==> src/rtl/lag_pl_output_credit_tracker.sv <==
// Transmit-side per-PL output register and downstream credit tracker.
// Each physical lane (PL) registers its outgoing flit. It also keeps a credit
// counter for the downstream buffer and records whether a packet owns the lane.
// Optional feature macro: LAG_CREDIT_BYPASS_EN. When it is defined, a credit
// returned in the current cycle can be spent in that same cycle.

package lag_pl_output_credit_tracker_pkg;

    typedef struct packed {
        logic head;
        logic tail;
    } flit_ctrl_t;

    typedef struct packed {
        flit_ctrl_t  control;
        logic [15:0] data;
    } flit_t;

endpackage

module lag_pl_output_credit_tracker
    import lag_pl_output_credit_tracker_pkg::*;
#(
    parameter int num_pls       = 4,
    parameter int buffer_length = 8,
    parameter int cnt_w         = $clog2(buffer_length + 1),
    parameter bit err_fatal_en  = 1'b1
) (
    input  logic                           clk,
    input  logic                           rst_n,
    input  flit_t [num_pls-1:0]            flit_in,
    input  logic  [num_pls-1:0]            flit_in_valid,
    input  logic  [num_pls-1:0]            credit_in,
    input  logic  [num_pls-1:0]            pl_alloc,
    output flit_t [num_pls-1:0]            flit_out,
    output logic  [num_pls-1:0]            flit_out_valid,
    output logic  [num_pls-1:0]            pl_free,
    output logic  [num_pls-1:0]            pl_credit_avail,
    output logic  [num_pls-1:0][cnt_w-1:0] credit_count,
    output logic                           protocol_error
);

    localparam logic [cnt_w-1:0] CNT_MAX = cnt_w'(buffer_length);

    logic [num_pls-1:0]            tail_send;
    logic [num_pls-1:0]            illegal_send;
    logic [num_pls-1:0]            credit_overflow;
    logic [num_pls-1:0]            realloc_busy;
    logic [num_pls-1:0]            orphan_flit;
    logic [num_pls-1:0]            err_vec;
    logic [num_pls-1:0]            free_d;
    logic [num_pls-1:0][cnt_w-1:0] cnt_d;

    // Per-PL credit availability, error detection and next-state computation
    always_comb begin
        pl_credit_avail = '0;
        tail_send       = '0;
        illegal_send    = '0;
        credit_overflow = '0;
        realloc_busy    = '0;
        orphan_flit     = '0;
        free_d          = pl_free;
        cnt_d           = credit_count;
        for (int unsigned i = 0; i < num_pls; i++) begin
`ifdef LAG_CREDIT_BYPASS_EN
            pl_credit_avail[i] = (credit_count[i] != '0) | credit_in[i];
`else
            pl_credit_avail[i] = (credit_count[i] != '0);
`endif
            tail_send[i]       = flit_in_valid[i] & flit_in[i].control.tail;
            illegal_send[i]    = flit_in_valid[i] & ~pl_credit_avail[i];
            credit_overflow[i] = credit_in[i] & ~flit_in_valid[i] &
                                 (credit_count[i] == CNT_MAX);
            realloc_busy[i]    = pl_alloc[i] & ~pl_free[i] & ~tail_send[i];
            orphan_flit[i]     = flit_in_valid[i] & ~flit_in[i].control.tail &
                                 pl_free[i] & ~pl_alloc[i];

            // When a send and a returned credit meet, the count holds. This also
            // covers an illegal send at zero: the arriving credit absorbs it.
            case ({flit_in_valid[i], credit_in[i]})
                2'b10:   cnt_d[i] = (credit_count[i] == '0) ? '0
                                    : credit_count[i] - 1'b1;
                2'b01:   cnt_d[i] = (credit_count[i] == CNT_MAX) ? CNT_MAX
                                    : credit_count[i] + 1'b1;
                default: cnt_d[i] = credit_count[i];
            endcase

            // A tail send releases the lane and has priority over a new grant.
            if (tail_send[i]) begin
                free_d[i] = 1'b1;
            end else if (pl_alloc[i]) begin
                free_d[i] = 1'b0;
            end
        end
        err_vec = illegal_send | credit_overflow | realloc_busy | orphan_flit;
    end

    // Output flit registers: capture on valid, hold otherwise
    always_ff @(posedge clk) begin
        if (!rst_n) begin
            flit_out       <= '0;
            flit_out_valid <= '0;
        end else begin
            flit_out_valid <= flit_in_valid;
            for (int unsigned i = 0; i < num_pls; i++) begin
                if (flit_in_valid[i]) begin
                    flit_out[i] <= flit_in[i];
                end
            end
        end
    end

    // Credit counters, lane ownership and the sticky error flag
    always_ff @(posedge clk) begin
        if (!rst_n) begin
            for (int unsigned i = 0; i < num_pls; i++) begin
                credit_count[i] <= CNT_MAX;
            end
            pl_free        <= '1;
            protocol_error <= 1'b0;
        end else begin
            credit_count   <= cnt_d;
            pl_free        <= free_d;
            protocol_error <= protocol_error | (|err_vec);
        end
    end

`ifndef SYNTHESIS
    // Simulation-only protocol checker; err_fatal_en lets a bench provoke errors deliberately
    always @(posedge clk) begin
        if (rst_n && err_fatal_en) begin
            assert (err_vec == '0)
            else begin
                $display("lag_pl_output_credit_tracker protocol error: illegal=%b overflow=%b realloc=%b orphan=%b",
                         illegal_send, credit_overflow, realloc_busy, orphan_flit);
                $fatal(1, "lag_pl_output_credit_tracker protocol error");
            end
        end
    end
`endif

endmodule

==> config.mk <==
export PLATFORM = sky130hd
export DESIGN_NAME = lag_pl_output_credit_tracker
export DESIGN_NICKNAME = d
export VERILOG_FILES = /design/src/rtl/lag_pl_output_credit_tracker.sv
export SDC_FILE = /design/constraint.sdc
export NUM_CORES = 1
export LEC_CHECK = 0
export BUFFER_PORTS_ARGS = -buffer_cell sky130_fd_sc_hd__buf_2
export CAP_MARGIN = 30
export CORE_MARGIN = 2
export CORE_UTILIZATION = 51
export CTS_BUF_LIST = sky130_fd_sc_hd__clkbuf_8 sky130_fd_sc_hd__clkbuf_16
export CTS_CLUSTER_SIZE = 16
export DETAILED_ROUTE_END_ITERATION = 10
export PLACE_DENSITY = 0.91
export SLEW_MARGIN = 20
export SYNTH_ARGS = -nofsm -noshare
export SYNTH_HDL_FRONTEND = slang
export SYNTH_SLANG_ARGS = --single-unit
==> constraint.sdc <==
create_clock -name clk -period 6.64 [get_ports clk]
set_clock_uncertainty 0.15 [all_clocks]
set_input_delay 0.996 -clock clk [delete_from_list [all_inputs] [get_ports clk]]
set_output_delay 0.996 -clock clk [all_outputs]
set_load 0.02 [all_outputs]
; ---- Word-level counts from Yosys, hierarchy flattened
; Index checks and enable logic that the tools add are counted.
[word_totals]
reg_bits = 97
in_bits = 86
out_inout_bits = 101
word_cells = 136
[classes]
addsub = 8
n_eq_ne = 12
muxes = 12
bitwise = 65
n_reduce_logical = 17
[ops]
columns = operator, n
row1 = $and A1 B1 Y1, 36
row2 = $mux W4, 8
row3 = $pmux W4 S2, 4
row4 = $not A1 Y1, 25
row5 = $add A4 B1 Y4 const B, 4
row6 = $eq A4 B4 Y1 const B, 4
row7 = $logic_not A4 Y1, 4
row8 = $reduce_bool A4 Y1, 4
row9 = $sub A4 B1 Y4 const B, 4
row10 = $or A4 B4 Y4, 3
row11 = $eq A2 B1 Y1 const B, 4
row12 = $eq A2 B2 Y1 const B, 4
row13 = $reduce_bool A2 Y1, 4
row14 = $reduce_or A2 Y1, 4
row15 = $reduce_or A4 Y1, 1
row16 = $or A1 B1 Y1, 1

; ---- Depth between registers and ports, before layout
; Gate-level depths: netlist of run 1.
[logic_depth]
depth_word = 8
mapped_depth = 8
ltp_nobuf = 6

; ---- Least setup slack after synthesis of run 1
; OpenSTA, ideal clock, no wires.
[synth_path]
kind = input -> register
from = in flit_in_valid[0]
to = reg credit_count[3] (netlist bit)
setup_ns = 0.122
arrival_time_ns = 2.545
required_ns = 6.368
slack_ns = 3.823
cell_stages = 7
path_buffers = 2
cell_sequence = buf_2 > inv_1 > ha_1 > buf_2 > or4_4 > a21o_1 > a221o_1
[synth_between]
elab_chain_len = 2
word_cells_on_any_way = 4
cone_classes = 2 x eq/ne / 1 x mux / 1 x reduce/logical
[synth_rtl]
columns = element, line_no
row1 = "start, declared", 32  ; input logic [num_pls-1:0] flit_in_valid,
row2 = $eq A2 B1 Y1 / $eq A2 B2 Y1 (equally long branches), 80  ; case ({flit_in_valid[i], credit_in[i]})
row3 = $pmux W4 S2 / $reduce_bool A2 Y1 (equally long branches), -
row4 = "end signal, assigned", 122  ; credit_count <= cnt_d;
row5 = "end, declared", 39  ; output logic [num_pls-1:0][cnt_w-1:0] credit_count,
; Several ways; a longest one is shown, not always the timed one.
; A chain may end at the register's enable or synchronous reset.

; ---- Worst setup path after layout of run 1
[layout_path]
from = reg credit_count[12] (netlist bit)
to = out pl_credit_avail[3]
[layout_between]
elab_chain_len = 1
[layout_rtl]
columns = element, line_no
row1 = $reduce_bool A4 Y1, 68  ; pl_credit_avail[i] = (credit_count[i] != '0);
row2 = "end, declared", 38  ; output logic [num_pls-1:0] pl_credit_avail,
; No other way between the ends.

==> run metrics, run 1 <==
Least-Margin Pin Slew 0.660 ns; GP Congestion 0.813; worst relative slew slack 0.559; unrepaired setup endpoints after global routing false; Port Buf Inserts 186; # setup viols final 0; GRT met1 Usage 0.279; Core Box Area slightly below 8000 um2; Final Instance Area 5310 um2; post-synth top area share 0.467; Max-Cap Viols 0; crit path max fanout 6; power density over the cells roughly 260 nW/um2; Reg2Reg Setup Slack around 4.6 ns; First-pass DRT Iterations 6; Setup Buffers After CTS 0; Tot GR Track Use 0.240; starting density of the core 0.533; DIE AREA 8900 um2; Synth area leaders dfxtp_1, mux2i_1, nor2_1; Final Cycle Share 0.453; most common cell in the synthesized netlist dfxtp_1; register area share after synthesis 0.467; final worst slack approximately 3.6 ns; DR vias/cell 5.30; Inserted Clock Buffers 9; Distinct cells, synth 43; Fillers 625; CTS tree yes; Max Freq ~330 MHz; Hold Path Cell Cnt 2; detailed-route via count 3804; switching part of the total 0.327; Warnings, synthesis 0; total wire length 10800 um; CP required about 5.5 ns; Worst Hold Path EP flit_out[34]$_SDFFE_PN0P_; clock insertion delay at the later pin of the skew report 0.36 ns; worst min path class flop to flop; Seq pwr share 0.479; synth cell count leaders dfxtp_1, nor2_1, mux2i_1; GRT overflow 0; GR met2 Demand/Resource 0.412; post_cts resized 0; n_diodes 0; Lkg Pwr 2.71 nW; GR Util met3 0.0787; clock sink count 97; Avg WL per Cell between 10 and 15 um; crit path launch type flop; Yosys reg bits 97; Fin. Hold Viols 0; Worst IR Drop VDD 174 uV; pre-CTS WS 3.48 ns; chip width 94.3 um; ratio of cells with drive above 1 in the final layout 0.333; first-pass GRT wire length between 15000 and 20000 um; Tmin final 3.00 ns; antenna violations before repair 0; final-report max-slew violation count 0; Max Buffers Root-to-Sink 2; largest net degree at the start of global routing 53; Post-DP HPWL 8210 um; Final Core Density 0.680; status finished, final reports clean; r2r endpoint protocol_error$_SDFF_PN0_; IO Pins 187; GRT Max-Usage Layer met2; row count 32; Power Internal 0.946 mW; Detail Route Antenna Nets 0; Clock transition at path regs roughly 0.10 ns; DRC 0; Seq. cell area about 2000 um2; Nets 712; DIE HEIGHT between 90 and 100 um; 1st-iter DRT viols 118; clock power share 0.286; crit path capture type output port; FFs w/ async S/R, synth 0; post-synth net total between 500 and 600; post-synth top area cell dfxtp_1; H-tree Lvls 3; Placed Area 5100 um2; area grow syn2layout 27.6%; min-delay src flit_out[34]$_SDFFE_PN0P_; multi-input combinational cell area 2000 um2; Gate Count Post-Synth 441; CTS Hold Bufs 0; synthesized area 4160 um2; CP Class flop to output port; logic gate share of total power 0.235; Synth Area per Inst 9.43 um2; clock root buffer clkbuf_8; vias in the first global route 3658; CP Data Arrival Time 1.86 ns; reg2reg path depth 6; Post-synth EDFFs 0; Worst R2R Start credit_count[4]$_SDFFE_PN0P_; setup TNS 0 ns; switching power 0.459 mW; Most used DFF post-synth dfxtp_1
==> registers in the layout, indices dropped and copies added, names as in the netlist <==
signal,cells
flit_out,72
credit_count,16
flit_out_valid,4
pl_free,4
protocol_error,1
==> placed cells by master, fill, tap and decap left out, drive strengths merged, types with 2 or more instances in the layout <==
master	instances
nand2b	3
nor3b	6
o21bai	2
a31oi	5
nor2	83
nor2b	3
a311oi	2
or4	3
xnor2	4
a41oi	4
clkinvlp	2
a221o	2
dfxtp	97
o311ai	2
ha	15
a211oi	4
o211a	2
o22ai	2
o21ai	10
nor3	4
clkbuf	9
nand2	20
nand4	7
a21oi	13
o211ai	2
o31a	3
mux2i	72
nand3b	3
buf	187
nand3	4
a2111o	2
inv	28
==> per-layer routing <==
metal,share of wire,up-vias
met1,0.39,1770
li1,-,1862
met2,0.50,155
met3,0.091,17
met5,0,-
met4,0.020,0
==> metrics by stage <==
| stage | instances | power (mW) | hold slack, ns |
|---|---|---|---|
| 6_report | 718 | 1.40 | 0.322 |
| 5_1_grt | 718 | 1.48 | 0.364 |
| 2_1_floorplan | 441 | 0.904 | 0.391 |
| 3_3_place_gp | 702 | 0.999 | 0.306 |
| 4_1_cts | 718 | 1.42 | 0.323 |
| 3_5_place_dp | 702 | 1.02 | 0.309 |
==> kinds of logic after synthesis <==
kind of cell | after synthesis | synth area share
flip-flops | 97 | 0.467
XOR/XNOR | 4 | 0.00842
adder cells (fa/ha/maj) | 15 | 0.0451
buffers and inverters | 53 | 0.0526
multiplexers | 72 | 0.173
AND/OR/NAND/NOR | 137 | 0.146
AO/OA/AOI/OAI | 63 | 0.108
==> worst max-delay path by stage <==
stage | endpoint | from | slack [ns] | cells past startpoint
2_1_floorplan | credit_count[3]$_SDFFE_PN1P_ | flit_in_valid[0] | 3.82 | 7
3_3_place_gp | credit_count[3]$_SDFFE_PN1P_ | flit_in_valid[0] | 3.55 | 6
3_5_place_dp | credit_count[3]$_SDFFE_PN1P_ | flit_in_valid[0] | 3.48 | 6
4_1_cts | pl_credit_avail[3] | credit_count[12]$_SDFFE_PN0P_ | 3.62 | 5
5_1_grt | pl_credit_avail[3] | credit_count[12]$_SDFFE_PN0P_ | 3.52 | 5
6_report | pl_credit_avail[3] | credit_count[12]$_SDFFE_PN0P_ | 3.64 | 5
==> critical path: stages, from the launching register on <==
cell,delay (ns)
dfxtp_1,0.35
inv_1,0.17
ha_1,0.29
nor3b_1,0.45
inv_1,0.07
buf_2,0.17
==> layout make-up <==
type,count,share of cell area
flip-flops and latches,97,0.366
well taps,102,0.0240
clock buffers,9,0.0233
clock inverters,7,0.0160
inverters,25,0.0177
multi-input cells,291,0.377
repair buffers,187,0.177
==> power by group through the flow <==
| stage | clock (mW) | sequential [mW] | combinational, mW |
|---|---|---|---|
| floorplan | 0 | 0.726 | 0.178 |
| global placement | 0 | 0.682 | 0.317 |
| detailed placement | 0 | 0.685 | 0.331 |
| CTS | 0.411 | 0.672 | 0.332 |
| global route | 0.434 | 0.680 | 0.363 |
| finish | 0.401 | 0.673 | 0.330 |
(Power assumes the default switching activity.)
==> inputs of run 2 (changes only) <==
--- a/config.mk
+++ b/config.mk
@@ -8,11 +8,11 @@
 export BUFFER_PORTS_ARGS = -buffer_cell sky130_fd_sc_hd__buf_2
 export CAP_MARGIN = 30
 export CORE_MARGIN = 2
-export CORE_UTILIZATION = 51
+export CORE_UTILIZATION = 47
 export CTS_BUF_LIST = sky130_fd_sc_hd__clkbuf_8 sky130_fd_sc_hd__clkbuf_16
 export CTS_CLUSTER_SIZE = 16
 export DETAILED_ROUTE_END_ITERATION = 10
-export PLACE_DENSITY = 0.91
+export PLACE_DENSITY = 0.85
 export SLEW_MARGIN = 20
 export SYNTH_ARGS = -nofsm -noshare
 export SYNTH_HDL_FRONTEND = slang
==> constraint.sdc (replaced) <==
create_clock -name clk -period 3.1 [get_ports clk]
set_clock_uncertainty 0.15 [all_clocks]
set_input_delay 0.465 -clock clk [delete_from_list [all_inputs] [get_ports clk]]
set_output_delay 0.465 -clock clk [all_outputs]
set_load 0.02 [all_outputs]
==> run 2 against run 1 <==
  * Register-to-register slack worse by 3.6 ns
  * Sequential share of layout area is 0.21 points lower
  * Sequential cell count stayed put
  * Worst hold slack worse by 0.14 ns
  * First-iteration DRC count is 7.6% lower
  * Count of clock-buffer cells in the layout stayed put
  * Design area is 0.57% higher
  * Routed wire length is 2.4% higher
  * Clock power is 120% higher
  * Core utilization is 6.2 points lower
==> run metrics, run 2 (synthesis results as in run 1) <==
Worst Setup SP credit_count[12]$_SDFFE_PN0P_; antenna violations before repair 0 (unchanged); clock power share 0.286 (about the same); Final Core Density 0.618 (-0.0618); DIE AREA 9620 um2 (+8.1%); commonest non-fill, non-tap cell in the layout buf_2; n_diodes 0 (unchanged); clock sink count 97 (unchanged); Tmin final approximately 2.4 ns; area grow syn2layout 28.4%; GP Congestion 0.886 (+8.9%); Setup Buffers After CTS 0 (unchanged); worst relative slew slack 0.608 (+0.0489); Nets 715 (+0.42%); worst min path class primary input to flop; # setup viols final 0 (unchanged); post_cts resized 0 (unchanged); chip width 98.1 um (+4.0%); Max Buffers Root-to-Sink 2 (unchanged); Tot GR Track Use 0.221 (-0.0195); Power Internal 2.03 mW (+110%); First-pass DRT Iterations 4 (-2); non-filler instance count after layout 727 (+1.3%); Max-Cap Viols 0 (unchanged); CP required 2.48 ns (-3.01 ns); Core Box Area 8640 um2 (+11%); CP Class flop to output port; power density over the cells 565 nW/um2 (+110%); Power Total 3.02 mW (+110%); final-report max-slew violation count 0 (unchanged); status finished, final reports clean; switching part of the total 0.328 (+0.00147); clock root buffer clkbuf_8; reg2reg path depth 6 (unchanged); most frequent cells in the layout buf_2, dfxtp_1, nor2_1; DR vias/cell 5.26 (-0.64%); CTS Hold Bufs 0 (unchanged); max FFs per register 72 (unchanged); largest net degree at the start of global routing 46 (-13%); GRT overflow 0 (unchanged); row count 34 (+6.3%); starting density of the core 0.482 (-0.0511); r2r endpoint protocol_error$_SDFF_PN0_; switching power 0.991 mW (+120%); Post-DP HPWL 8340 um (+1.7%); 1st-iter DRT viols 109 (-7.6%); clock insertion delay at the later pin of the skew report 0.36 ns (about the same); first-pass GRT wire length 17400 um (+2.9%); CTS tree yes; Worst IR Drop VDD 323 uV (+85%); crit path capture type output port; IO Pins 187 (unchanged); ratio of cells with drive above 1 in the final layout 0.336 (+0.00323); Avg WL per Cell 15.1 um (+1.1%); detailed-route via count 3827 (+0.60%); biggest registers after layout flit_out: 72 flops, credit_count: 16 flops; Final Cycle Share 0.775; Max Freq 416 MHz; Most flops, register flit_out; DP Cell Count 711 (+1.3%); logic gate share of total power 0.235 (about the same); CP Data Arrival Time 1.79 ns (-0.07 ns); Detail Route Antenna Nets 0 (unchanged); Clock transition at path regs 0.11 ns (about the same); Lkg Pwr 2.72 nW (+0.53%); Seq pwr share 0.478 (about the same); Port Buf Inserts 186 (unchanged); Least-Margin Pin Slew 0.588 ns (-0.0724 ns); vias in the first global route 3730 (+2.0%); DRC 0 (unchanged); Fin Hold WS 0.185 ns (-0.137 ns); Fillers 764 (+22%); crit path launch type flop; Worst R2R Start credit_count[4]$_SDFFE_PN0P_; Inserted Clock Buffers 9 (unchanged); total wire length 11000 um (+2.4%); unrepaired setup endpoints after global routing false; H-tree Lvls 3 (unchanged); Reg2Reg Setup Slack 0.96 ns (-3.60 ns); DIE HEIGHT 98.1 um (+4.0%); Critical Path End pl_credit_avail[3]; setup TNS 0 ns (unchanged); Fin. Hold Viols 0 (unchanged); crit path max fanout 6 (unchanged)
-- run 2: cell count changes in the layout (fill, tap and decap cells not counted), sizes merged --
| cell | change |
|---|---|
| buf | +3 |
-- run 2: critical path: stages (launching register included) --
cell and delay, ns:
dfxtp_1 0.34, inv_1 0.16, ha_1 0.27, nor3b_1 0.39, inv_1 0.11, buf_2 0.18
-- run 2: cell type report --
class                           instances  area [um2]  share of cell area
Clock inverter                          7        85.1              0.0159
Sequential cell                        97        1940               0.364
Multi-Input combinational cell        291        2000               0.374
Inverter                               25        93.8              0.0176
Tap cell                              108         135              0.0253
Timing Repair Buffer                  190         961               0.180
Clock buffer                            9         124              0.0232
-- run 2: how the worst min path moves through the flow --
stage	start	end	slack, ns	depth (start not counted)
global placement	flit_out[34]$_SDFFE_PN0P_	flit_out[34]$_SDFFE_PN0P_	0.31	2
finish	flit_in[11]	flit_out[11]$_SDFFE_PN0P_	0.19	3
floorplan	flit_out[52]$_SDFFE_PN0P_	flit_out[52]$_SDFFE_PN0P_	0.39	2
detailed placement	flit_out[34]$_SDFFE_PN0P_	flit_out[34]$_SDFFE_PN0P_	0.31	2
CTS	flit_in[5]	flit_out[5]$_SDFFE_PN0P_	0.17	3
global route	flit_in[67]	flit_out[67]$_SDFFE_PN0P_	0.17	3
-- run 2: metal layers --
layer  up-vias  track usage  share of wire
li1       1867            -              -
met1      1766        0.272           0.40
met2       172        0.374           0.49
met3        22       0.0565          0.090
met4         0       0.0801          0.021
met5         -            0              0
-- run 2: per-stage QoR --
stage,instance area [um2],setup slack [ns]
2_1_floorplan,4160,0.814
3_3_place_gp,5130,0.613
3_5_place_dp,5130,0.541
4_1_cts,5340,0.677
5_1_grt,5340,0.508
6_report,5340,0.698
-- run 2: power by group through the flow --
stage / clock [mW] / sequential, mW / combinational, mW
finish: 0.864 / 1.44 / 0.711
global route: 0.937 / 1.46 / 0.774
CTS: 0.882 / 1.44 / 0.711
detailed placement: 0 / 1.47 / 0.709
global placement: 0 / 1.46 / 0.682
floorplan: 0 / 1.56 / 0.382
